[src/rtl/tl2ahb_bridge_if.sv]
// TL-UL A/D channels and AHB-Lite manager bus of the TL-UL to AHB-Lite bridge.
// master modport is the bridge side; slave modport is the TL host / AHB subordinate side.
interface tl2ahb_bridge_if #(
    parameter int ADDR_W = 30,
    parameter int DATA_W = 32,
    parameter int SRC_W  = 4
);
    logic                  a_valid;
    logic                  a_ready;
    logic [2:0]            a_opcode;
    logic [2:0]            a_size;
    logic [SRC_W-1:0]      a_source;
    logic [ADDR_W-1:0]     a_address;
    logic [DATA_W/8-1:0]   a_mask;
    logic [DATA_W-1:0]     a_data;

    logic                  d_valid;
    logic                  d_ready;
    logic [2:0]            d_opcode;
    logic [2:0]            d_size;
    logic [SRC_W-1:0]      d_source;
    logic [DATA_W-1:0]     d_data;
    logic                  d_denied;

    logic [ADDR_W-1:0]     haddr;
    logic [1:0]            htrans;
    logic                  hwrite;
    logic [2:0]            hsize;
    logic [2:0]            hburst;
    logic [3:0]            hprot;
    logic [DATA_W-1:0]     hwdata;
    logic [DATA_W-1:0]     hrdata;
    logic                  hready;
    logic                  hresp;

    modport master (
        input  a_valid, a_opcode, a_size, a_source, a_address, a_mask, a_data,
        output a_ready,
        output d_valid, d_opcode, d_size, d_source, d_data, d_denied,
        input  d_ready,
        output haddr, htrans, hwrite, hsize, hburst, hprot, hwdata,
        input  hrdata, hready, hresp
    );

    modport slave (
        output a_valid, a_opcode, a_size, a_source, a_address, a_mask, a_data,
        input  a_ready,
        input  d_valid, d_opcode, d_size, d_source, d_data, d_denied,
        output d_ready,
        input  haddr, htrans, hwrite, hsize, hburst, hprot, hwdata,
        output hrdata, hready, hresp
    );
endinterface

[src/rtl/tl2ahb_bridge.sv]
// TL-UL to AHB-Lite bridge: pipelined single transfers, in-order response FIFO with credits.
// Define TL2AHB_TIMEOUT_EN to add the data-phase watchdog (limit TIMEOUT_CYC cycles).
module tl2ahb_bridge #(
    parameter int ADDR_W      = 30,
    parameter int DATA_W      = 32,
    parameter int SRC_W       = 4,
    parameter int RESP_DEPTH  = 4,
    parameter int TIMEOUT_CYC = 256
) (
    input logic              clock,
    input logic              reset_n,
    tl2ahb_bridge_if.master  bus
);
    localparam int MAX_SIZE = $clog2(DATA_W / 8);
    localparam int PTR_W    = $clog2(RESP_DEPTH);
    localparam int FCNT_W   = $clog2(RESP_DEPTH + 1);
    localparam int CNT_W    = $clog2(RESP_DEPTH + 3);

    typedef enum logic [2:0] {
        TL_PUT_FULL    = 3'd0,
        TL_PUT_PARTIAL = 3'd1,
        TL_GET         = 3'd4
    } tl_a_op_e;

    typedef enum logic [2:0] {
        TL_ACCESS_ACK      = 3'd0,
        TL_ACCESS_ACK_DATA = 3'd1
    } tl_d_op_e;

    typedef enum logic [1:0] {
        HTRANS_IDLE   = 2'b00,
        HTRANS_NONSEQ = 2'b10
    } htrans_e;

    typedef struct packed {
        logic [2:0]        opcode;
        logic [2:0]        size;
        logic [SRC_W-1:0]  source;
        logic [DATA_W-1:0] data;
        logic              denied;
    } resp_t;

    // Address-phase and data-phase holding registers
    logic              ap_valid, ap_write;
    logic [ADDR_W-1:0] ap_addr;
    logic [2:0]        ap_size;
    logic [SRC_W-1:0]  ap_source;
    logic [DATA_W-1:0] ap_wdata;
    logic              dp_valid, dp_write;
    logic [2:0]        dp_size;
    logic [SRC_W-1:0]  dp_source;
    logic [DATA_W-1:0] dp_wdata;
    logic              ready_en;

    resp_t             mem [RESP_DEPTH];
    resp_t             head, push_entry;
    logic [PTR_W-1:0]  rd_ptr, wr_ptr;
    logic [FCNT_W-1:0] fifo_cnt;
    logic              push, pop, wr_en;

    logic              bus_busy, err, idle, op_ok, bad_beat, credit_ok;
    logic              accept, addr_adv, dp_done, timeout_hit, to_wait;
    logic [CNT_W-1:0]  used;
    logic              unused_ok;

    assign unused_ok = ^{bus.a_mask, TIMEOUT_CYC == 0};

    assign bus_busy  = dp_valid || to_wait;
    assign err       = bus_busy && bus.hresp;
    assign idle      = !ap_valid && !bus_busy;
    assign op_ok     = (bus.a_opcode == TL_GET) || (bus.a_opcode == TL_PUT_FULL) ||
                       (bus.a_opcode == TL_PUT_PARTIAL);
    assign bad_beat  = !op_ok || (bus.a_size > 3'(MAX_SIZE));
    assign used      = CNT_W'(fifo_cnt) + CNT_W'(ap_valid) + CNT_W'(dp_valid);
    assign credit_ok = used < CNT_W'(RESP_DEPTH);

    assign bus.a_ready = ready_en && credit_ok && (!ap_valid || bus.hready) && !err &&
                         !to_wait && (!bad_beat || idle);
    assign accept      = bus.a_valid && bus.a_ready;
    assign addr_adv    = ap_valid && bus.hready && !err;
    assign dp_done     = dp_valid && bus.hready;

    // htrans drops to IDLE combinationally on hresp so the pipelined address is
    // cancelled in the first ERROR cycle; it stays queued in ap_* for re-issue.
    assign bus.htrans = (ap_valid && !err) ? HTRANS_NONSEQ : HTRANS_IDLE;
    assign bus.haddr  = ap_addr;
    assign bus.hwrite = ap_write;
    assign bus.hsize  = ap_size;
    assign bus.hburst = 3'b000;
    assign bus.hprot  = 4'b0011;
    assign bus.hwdata = bus_busy ? dp_wdata : '0;

`ifdef TL2AHB_TIMEOUT_EN
    localparam int TO_W = $clog2(TIMEOUT_CYC + 1);
    logic [TO_W-1:0] to_cnt;
    logic            to_wait_q;

    assign timeout_hit = dp_valid && !bus.hready && (to_cnt == TO_W'(TIMEOUT_CYC - 1));
    assign to_wait     = to_wait_q;

    // After a timeout the subordinate still owes hready; that completion is dropped.
    always_ff @(posedge clock or negedge reset_n) begin
        if (!reset_n) begin
            to_cnt    <= '0;
            to_wait_q <= 1'b0;
        end else begin
            if (dp_valid && !bus.hready && !timeout_hit)
                to_cnt <= to_cnt + TO_W'(1);
            else
                to_cnt <= '0;
            if (timeout_hit)
                to_wait_q <= 1'b1;
            else if (bus.hready)
                to_wait_q <= 1'b0;
        end
    end
`else
    assign timeout_hit = 1'b0;
    assign to_wait     = 1'b0;
`endif

    always_comb begin
        push       = 1'b0;
        push_entry = '0;
        if (dp_done) begin
            push              = 1'b1;
            push_entry.opcode = dp_write ? TL_ACCESS_ACK : TL_ACCESS_ACK_DATA;
            push_entry.size   = dp_size;
            push_entry.source = dp_source;
            push_entry.denied = bus.hresp;
            push_entry.data   = (dp_write || bus.hresp) ? '0 : bus.hrdata;
        end else if (timeout_hit) begin
            push              = 1'b1;
            push_entry.opcode = dp_write ? TL_ACCESS_ACK : TL_ACCESS_ACK_DATA;
            push_entry.size   = dp_size;
            push_entry.source = dp_source;
            push_entry.denied = 1'b1;
        end else if (accept && bad_beat) begin
            push              = 1'b1;
            push_entry.opcode = (bus.a_opcode == TL_GET) ? TL_ACCESS_ACK_DATA : TL_ACCESS_ACK;
            push_entry.size   = bus.a_size;
            push_entry.source = bus.a_source;
            push_entry.denied = 1'b1;
        end
    end

    always_ff @(posedge clock or negedge reset_n) begin
        if (!reset_n) begin
            ready_en  <= 1'b0;
            ap_valid  <= 1'b0;
            ap_write  <= 1'b0;
            ap_addr   <= '0;
            ap_size   <= '0;
            ap_source <= '0;
            ap_wdata  <= '0;
            dp_valid  <= 1'b0;
            dp_write  <= 1'b0;
            dp_size   <= '0;
            dp_source <= '0;
            dp_wdata  <= '0;
        end else begin
            ready_en <= 1'b1;
            if (dp_done || timeout_hit)
                dp_valid <= 1'b0;
            if (addr_adv) begin
                dp_valid  <= 1'b1;
                dp_write  <= ap_write;
                dp_size   <= ap_size;
                dp_source <= ap_source;
                dp_wdata  <= ap_wdata;
                ap_valid  <= 1'b0;
            end
            if (accept && !bad_beat) begin
                ap_valid  <= 1'b1;
                ap_write  <= (bus.a_opcode != TL_GET);
                ap_addr   <= bus.a_address;
                ap_size   <= bus.a_size;
                ap_source <= bus.a_source;
                ap_wdata  <= bus.a_data;
            end
        end
    end

    function automatic logic [PTR_W-1:0] ptr_inc(input logic [PTR_W-1:0] p);
        return (p == PTR_W'(RESP_DEPTH - 1)) ? '0 : p + PTR_W'(1);
    endfunction

    assign pop   = bus.d_valid && bus.d_ready;
    assign wr_en = push && ((fifo_cnt != FCNT_W'(RESP_DEPTH)) || pop);

    always_ff @(posedge clock) begin
        if (wr_en)
            mem[wr_ptr] <= push_entry;
    end

    always_ff @(posedge clock or negedge reset_n) begin
        if (!reset_n) begin
            rd_ptr   <= '0;
            wr_ptr   <= '0;
            fifo_cnt <= '0;
        end else begin
            if (wr_en)
                wr_ptr <= ptr_inc(wr_ptr);
            if (pop)
                rd_ptr <= ptr_inc(rd_ptr);
            case ({wr_en, pop})
                2'b10:   fifo_cnt <= fifo_cnt + FCNT_W'(1);
                2'b01:   fifo_cnt <= fifo_cnt - FCNT_W'(1);
                default: fifo_cnt <= fifo_cnt;
            endcase
        end
    end

    assign head         = mem[rd_ptr];
    assign bus.d_valid  = (fifo_cnt != '0);
    assign bus.d_opcode = head.opcode;
    assign bus.d_size   = head.size;
    assign bus.d_source = head.source;
    assign bus.d_data   = bus.d_valid ? head.data : '0;
    assign bus.d_denied = bus.d_valid && head.denied;
endmodule

[src/flat_wrapper.sv]
// flat-port wrapper written by rule: the top's interface ports become plain ports
module tl2ahb_bridge_flat 
#(
    parameter int ADDR_W      = 30,
    parameter int DATA_W      = 32,
    parameter int SRC_W       = 4,
    parameter int RESP_DEPTH  = 4,
    parameter int TIMEOUT_CYC = 256
)
  (clock, reset_n, bus_a_valid, bus_a_opcode, bus_a_size, bus_a_source, bus_a_address, bus_a_mask, bus_a_data, bus_a_ready, bus_d_valid, bus_d_opcode, bus_d_size, bus_d_source, bus_d_data, bus_d_denied, bus_d_ready, bus_haddr, bus_htrans, bus_hwrite, bus_hsize, bus_hburst, bus_hprot, bus_hwdata, bus_hrdata, bus_hready, bus_hresp);
  tl2ahb_bridge_if #(.ADDR_W(ADDR_W), .DATA_W(DATA_W), .SRC_W(SRC_W)) bus_i ();
  input logic clock;
  input logic reset_n;
  input wire logic [$bits(bus_i.a_valid)-1:0] bus_a_valid;
  input wire logic [$bits(bus_i.a_opcode)-1:0] bus_a_opcode;
  input wire logic [$bits(bus_i.a_size)-1:0] bus_a_size;
  input wire logic [$bits(bus_i.a_source)-1:0] bus_a_source;
  input wire logic [$bits(bus_i.a_address)-1:0] bus_a_address;
  input wire logic [$bits(bus_i.a_mask)-1:0] bus_a_mask;
  input wire logic [$bits(bus_i.a_data)-1:0] bus_a_data;
  output wire logic [$bits(bus_i.a_ready)-1:0] bus_a_ready;
  output wire logic [$bits(bus_i.d_valid)-1:0] bus_d_valid;
  output wire logic [$bits(bus_i.d_opcode)-1:0] bus_d_opcode;
  output wire logic [$bits(bus_i.d_size)-1:0] bus_d_size;
  output wire logic [$bits(bus_i.d_source)-1:0] bus_d_source;
  output wire logic [$bits(bus_i.d_data)-1:0] bus_d_data;
  output wire logic [$bits(bus_i.d_denied)-1:0] bus_d_denied;
  input wire logic [$bits(bus_i.d_ready)-1:0] bus_d_ready;
  output wire logic [$bits(bus_i.haddr)-1:0] bus_haddr;
  output wire logic [$bits(bus_i.htrans)-1:0] bus_htrans;
  output wire logic [$bits(bus_i.hwrite)-1:0] bus_hwrite;
  output wire logic [$bits(bus_i.hsize)-1:0] bus_hsize;
  output wire logic [$bits(bus_i.hburst)-1:0] bus_hburst;
  output wire logic [$bits(bus_i.hprot)-1:0] bus_hprot;
  output wire logic [$bits(bus_i.hwdata)-1:0] bus_hwdata;
  input wire logic [$bits(bus_i.hrdata)-1:0] bus_hrdata;
  input wire logic [$bits(bus_i.hready)-1:0] bus_hready;
  input wire logic [$bits(bus_i.hresp)-1:0] bus_hresp;
  assign bus_i.a_valid = bus_a_valid;
  assign bus_i.a_opcode = bus_a_opcode;
  assign bus_i.a_size = bus_a_size;
  assign bus_i.a_source = bus_a_source;
  assign bus_i.a_address = bus_a_address;
  assign bus_i.a_mask = bus_a_mask;
  assign bus_i.a_data = bus_a_data;
  assign bus_a_ready = bus_i.a_ready;
  assign bus_d_valid = bus_i.d_valid;
  assign bus_d_opcode = bus_i.d_opcode;
  assign bus_d_size = bus_i.d_size;
  assign bus_d_source = bus_i.d_source;
  assign bus_d_data = bus_i.d_data;
  assign bus_d_denied = bus_i.d_denied;
  assign bus_i.d_ready = bus_d_ready;
  assign bus_haddr = bus_i.haddr;
  assign bus_htrans = bus_i.htrans;
  assign bus_hwrite = bus_i.hwrite;
  assign bus_hsize = bus_i.hsize;
  assign bus_hburst = bus_i.hburst;
  assign bus_hprot = bus_i.hprot;
  assign bus_hwdata = bus_i.hwdata;
  assign bus_i.hrdata = bus_hrdata;
  assign bus_i.hready = bus_hready;
  assign bus_i.hresp = bus_hresp;
  tl2ahb_bridge #(.ADDR_W(ADDR_W), .DATA_W(DATA_W), .SRC_W(SRC_W), .RESP_DEPTH(RESP_DEPTH), .TIMEOUT_CYC(TIMEOUT_CYC)) u_core (.clock(clock), .reset_n(reset_n), .bus(bus_i));
endmodule
[config.mk]
export PLATFORM = sky130hd
export DESIGN_NAME = tl2ahb_bridge_flat
export DESIGN_NICKNAME = d
export VERILOG_FILES = /design/src/rtl/tl2ahb_bridge_if.sv /design/src/rtl/tl2ahb_bridge.sv /design/src/flat_wrapper.sv
export SDC_FILE = /design/constraint.sdc
export NUM_CORES = 1
export LEC_CHECK = 0
export BUFFER_PORTS_ARGS = -buffer_cell sky130_fd_sc_hd__buf_2
export CAP_MARGIN = 15
export CORE_MARGIN = 1.5
export CORE_UTILIZATION = 55
export CTS_CLUSTER_DIAMETER = 50
export CTS_CLUSTER_SIZE = 24
export DETAILED_ROUTE_END_ITERATION = 10
export PLACE_DENSITY = 0.8
export SKIP_LAST_GASP = 1
export SYNTH_ARGS = -nofsm -noshare
export SYNTH_HDL_FRONTEND = slang
export SYNTH_SLANG_ARGS = --single-unit
[constraint.sdc]
create_clock -name clock -period 4.38 [get_ports clock]
set_input_delay 1.095 -clock clock [delete_from_list [all_inputs] [get_ports clock]]
set_output_delay 1.095 -clock clock [all_outputs]
set_load 0.01 [all_outputs]
==> flow_metrics.env <==
export IMPL_outcome="finished, final reports clean"
export IMPL_wl_mm=22.4
export IMPL_synth_seq_cells=284
export IMPL_port_buffers=219
export IMPL_crit_arrival_ns=2.40
export IMPL_cts_setup_buffers=0
export IMPL_antenna_found_initial=4
export IMPL_drv_slew=0
export IMPL_cts_htree_levels=1
export IMPL_ys_seq_area_share_pct=66.9
export IMPL_dpl_hpwl_mm=14.6
export IMPL_cp_start_kind="flip-flop"
export IMPL_ant_nets=0
export IMPL_cts_root_buffer="clkbuf_16"
export IMPL_grt_pass1_vias=6529
export IMPL_cts_path_max_buffers=3
export IMPL_synthesis_area_um2=11900
export IMPL_vias=6241
export IMPL_crit_fanout=25
export IMPL_fillCellCount=1456
export IMPL_fin_crit_ns=3.50
export IMPL_end_kind="primary output"
export IMPL_vias_per_cell=5.24
export IMPL_yosysUniqueCellTypes=40
export IMPL_start_util_pct=56.2
export IMPL_ys_flop_type="edfxtp_1"
export IMPL_min_path_type="reg2reg"
export IMPL_drt_iter0_drc=310
export IMPL_drive_gt1_share_pct=48.6
export IMPL_numCtsBuffers=27
export IMPL_ys_async_sr_fraction_pct=42.3
export IMPL_nets=1017
export IMPL_die_w_um=150
export IMPL_cp_slowest_cell="dfrtp_2"
export IMPL_cts_hold_buffers_added=0
export IMPL_timing_fmax_ghz=0.286
export IMPL_syn_mean_instance_area_um2=17.8
export IMPL_fin_skew_ns=0.0200
export IMPL_rows=53
export IMPL_rsz0062_at_grt="no"
export IMPL_worstSkewPairLatency_ns=0.54
export IMPL_slew_headroom_pct=29.9
export IMPL_setup_violations=0
export IMPL_firstDrtPassIters=5
export IMPL_hold_slack_ns=0.502
export IMPL_synth_edf_count=164
export IMPL_path_cells="buf_4 > mux4_2 > and2_1 > buf_2"
export IMPL_routed_wire_length_per_instance_um=18.8
export IMPL_ys_warn_count=0
export IMPL_grt_max_degree=67
export IMPL_clk_pin_slew_worst_paths_ns=0.07
export IMPL_finalHoldViolations=0
export IMPL_p_per_area_nw_per_um2=627
export IMPL_vdd_ir_drop_worst_uv=406
export IMPL_cts_sinks=284
export IMPL_cp_slowest_stage_delay_ns=0.77
export IMPL_path_class="reg2out"
export IMPL_dieArea_um2=22400
export IMPL_post_route_drc_count=0
export IMPL_grt_pass1_wl_mm=35.5
export IMPL_drv_cap=0
export IMPL_syn_inst=666
export IMPL_worst_pin_slew_ns=1.05
export IMPL_power_leakage_nw=6.20
export IMPL_die_h_um=150
export IMPL_syn2layout_area_growth_pct=19.5
export IMPL_fin_setup_tns_ns=0
export IMPL_grt_total_usage_pct=20.4
export IMPL_io_pins=234
export IMPL_grt_overflow=0
export IMPL_cts_resized=0
export IMPL_gp_congestion=0.748
export IMPL_fin_crit_sh_pct=79.9
export IMPL_cp_data_required_time_ns=3.28
export IMPL_cts_tree="built"
export IMPL_coreArea_um2=21100
==> critical path: cells and delay by family (launching register included) <==
kind,cells,cell delay [ns]
buffers and inverters,2,0.55
AND/OR/NAND/NOR,1,0.19
multiplexers,1,0.38
flip-flops,1,0.77
==> cell usage after synthesis, types with 4 or more instances <==
cell type,n,area (um^2)
nor2_1,11,41.3
and2_1,99,619
dfrtp_1,120,3000
mux2_4,67,1010
inv_1,7,26.3
o21ai_0,4,20.0
and3_1,4,25.0
mux2_2,41,462
buf_2,8,40.0
edfxtp_1,164,4920
buf_12,7,140
a22o_1,7,61.3
clkbuf_1,18,67.6
nand3_1,5,25.0
buf_4,10,75.1
ha_1,7,87.6
nand2_1,13,48.8
mux4_2,41,923
==> metal layers <==
layer,up-vias,routed length (um),GRT usage [%]
li1,2908,-,-
met1,3093,9220,27.4
met2,217,10900,33.6
met3,21,2020,6.28
met5,-,16,0
met4,2,216,3.28
==> final cells by class <==
type | instances | area [um^2] | share of cell area, %
well taps | 275 | 344 | 2.43
clock inverters | 23 | 269 | 1.90
clock buffers | 27 | 676 | 4.77
diodes | 1 | 2.50 | 0.0177
flip-flops and latches | 284 | 7930 | 56.0
inverters | 8 | 30.0 | 0.212
repair buffers | 236 | 1290 | 9.10
multi-input cells | 338 | 3620 | 25.6
==> registers in the layout, summed over array words and instances, names as in the netlist <==
register	flops
u_core.ready_en	1
u_core.fifo_cnt	3
u_core.dp_size	3
u_core.ap_wdata	32
u_core.ap_valid	1
u_core.wr_ptr	2
u_core.bus.hwrite	1
u_core.bus.haddr	30
u_core.bus_busy	1
u_core.ap_source	4
u_core.bus.hsize	3
u_core.dp_source	4
u_core.mem	164
u_core.dp_write	1
u_core.dp_wdata	32
u_core.rd_ptr	2
==> final timing paths <==
path / start / endpoint / slack [ns] / cells past startpoint
min in group asynchronous: reset_n / u_core.bus.haddr[20] / 0.60 / 1
hold / removal: u_core.dp_wdata[13] / u_core.dp_wdata[13] / 0.50 / 1
setup reg to reg: u_core.bus_busy / u_core.mem[3][19] / 1.30 / 8
setup / recovery: u_core.rd_ptr[1] / bus_d_data[13] / 0.88 / 4
hold reg to reg: u_core.dp_wdata[13] / u_core.dp_wdata[13] / 0.50 / 1
max in group asynchronous: reset_n / u_core.bus.haddr[29] / 2.96 / 2
==> power by group <==
group | switching [mW] | internal [mW]
clock network | 1.13 | 1.27
registers | 0.353 | 3.46
logic | 1.22 | 1.45
==> stage by stage <==
| step | util, % | worst slack, ns | area [um^2] | std cells | total power [mW] |
|---|---|---|---|---|---|
| 2_1_floorplan | - | 0.482 | 11900 | 675 | 5.63 |
| 3_3_place_gp | 62.7 | 0.993 | 13200 | 1141 | 6.46 |
| 3_5_place_dp | 62.7 | 0.961 | 13200 | 1141 | 6.56 |
| 4_1_cts | 67.1 | 0.819 | 14200 | 1191 | 8.99 |
| 5_1_grt | 67.2 | 0.754 | 14200 | 1192 | 9.38 |
| 6_report | 67.2 | 0.880 | 14200 | 1192 | 8.88 |
==> logic make-up after synthesis <==
family	after synthesis	synth area share (%)
adder cells (fa/ha/maj)	8	0.908
AO/OA/AOI/OAI	22	1.31
flip-flops	284	66.9
multiplexers	151	20.3
other	2	0.0634
buffers and inverters	53	3.17
XOR/XNOR	3	0.222
AND/OR/NAND/NOR	143	7.11
==> cells in the final DEF (no fill, tap or decap), types with 4 or more instances in the layout <==
master | synthesis | final
and3_1 | 4 | 4
mux2_4 | 67 | 67
buf_4 | 10 | 13
and2_1 | 99 | 99
nand2_1 | 13 | 12
buf_2 | 8 | 218
edfxtp_1 | 164 | 164
a22o_1 | 7 | 7
buf_12 | 7 | 5
inv_6 | 0 | 8
nor2_4 | 0 | 4
o21ai_0 | 4 | 4
clkbuf_16 | 0 | 27
inv_1 | 7 | 7
dfrtp_1 | 120 | 118
nand3_1 | 5 | 5
clkinv_4 | 0 | 4
ha_1 | 7 | 7
mux4_2 | 41 | 41
mux2_2 | 41 | 41
conb_1 | 2 | 11
nor2_1 | 11 | 7
Power figures use the tool's default switching activity.
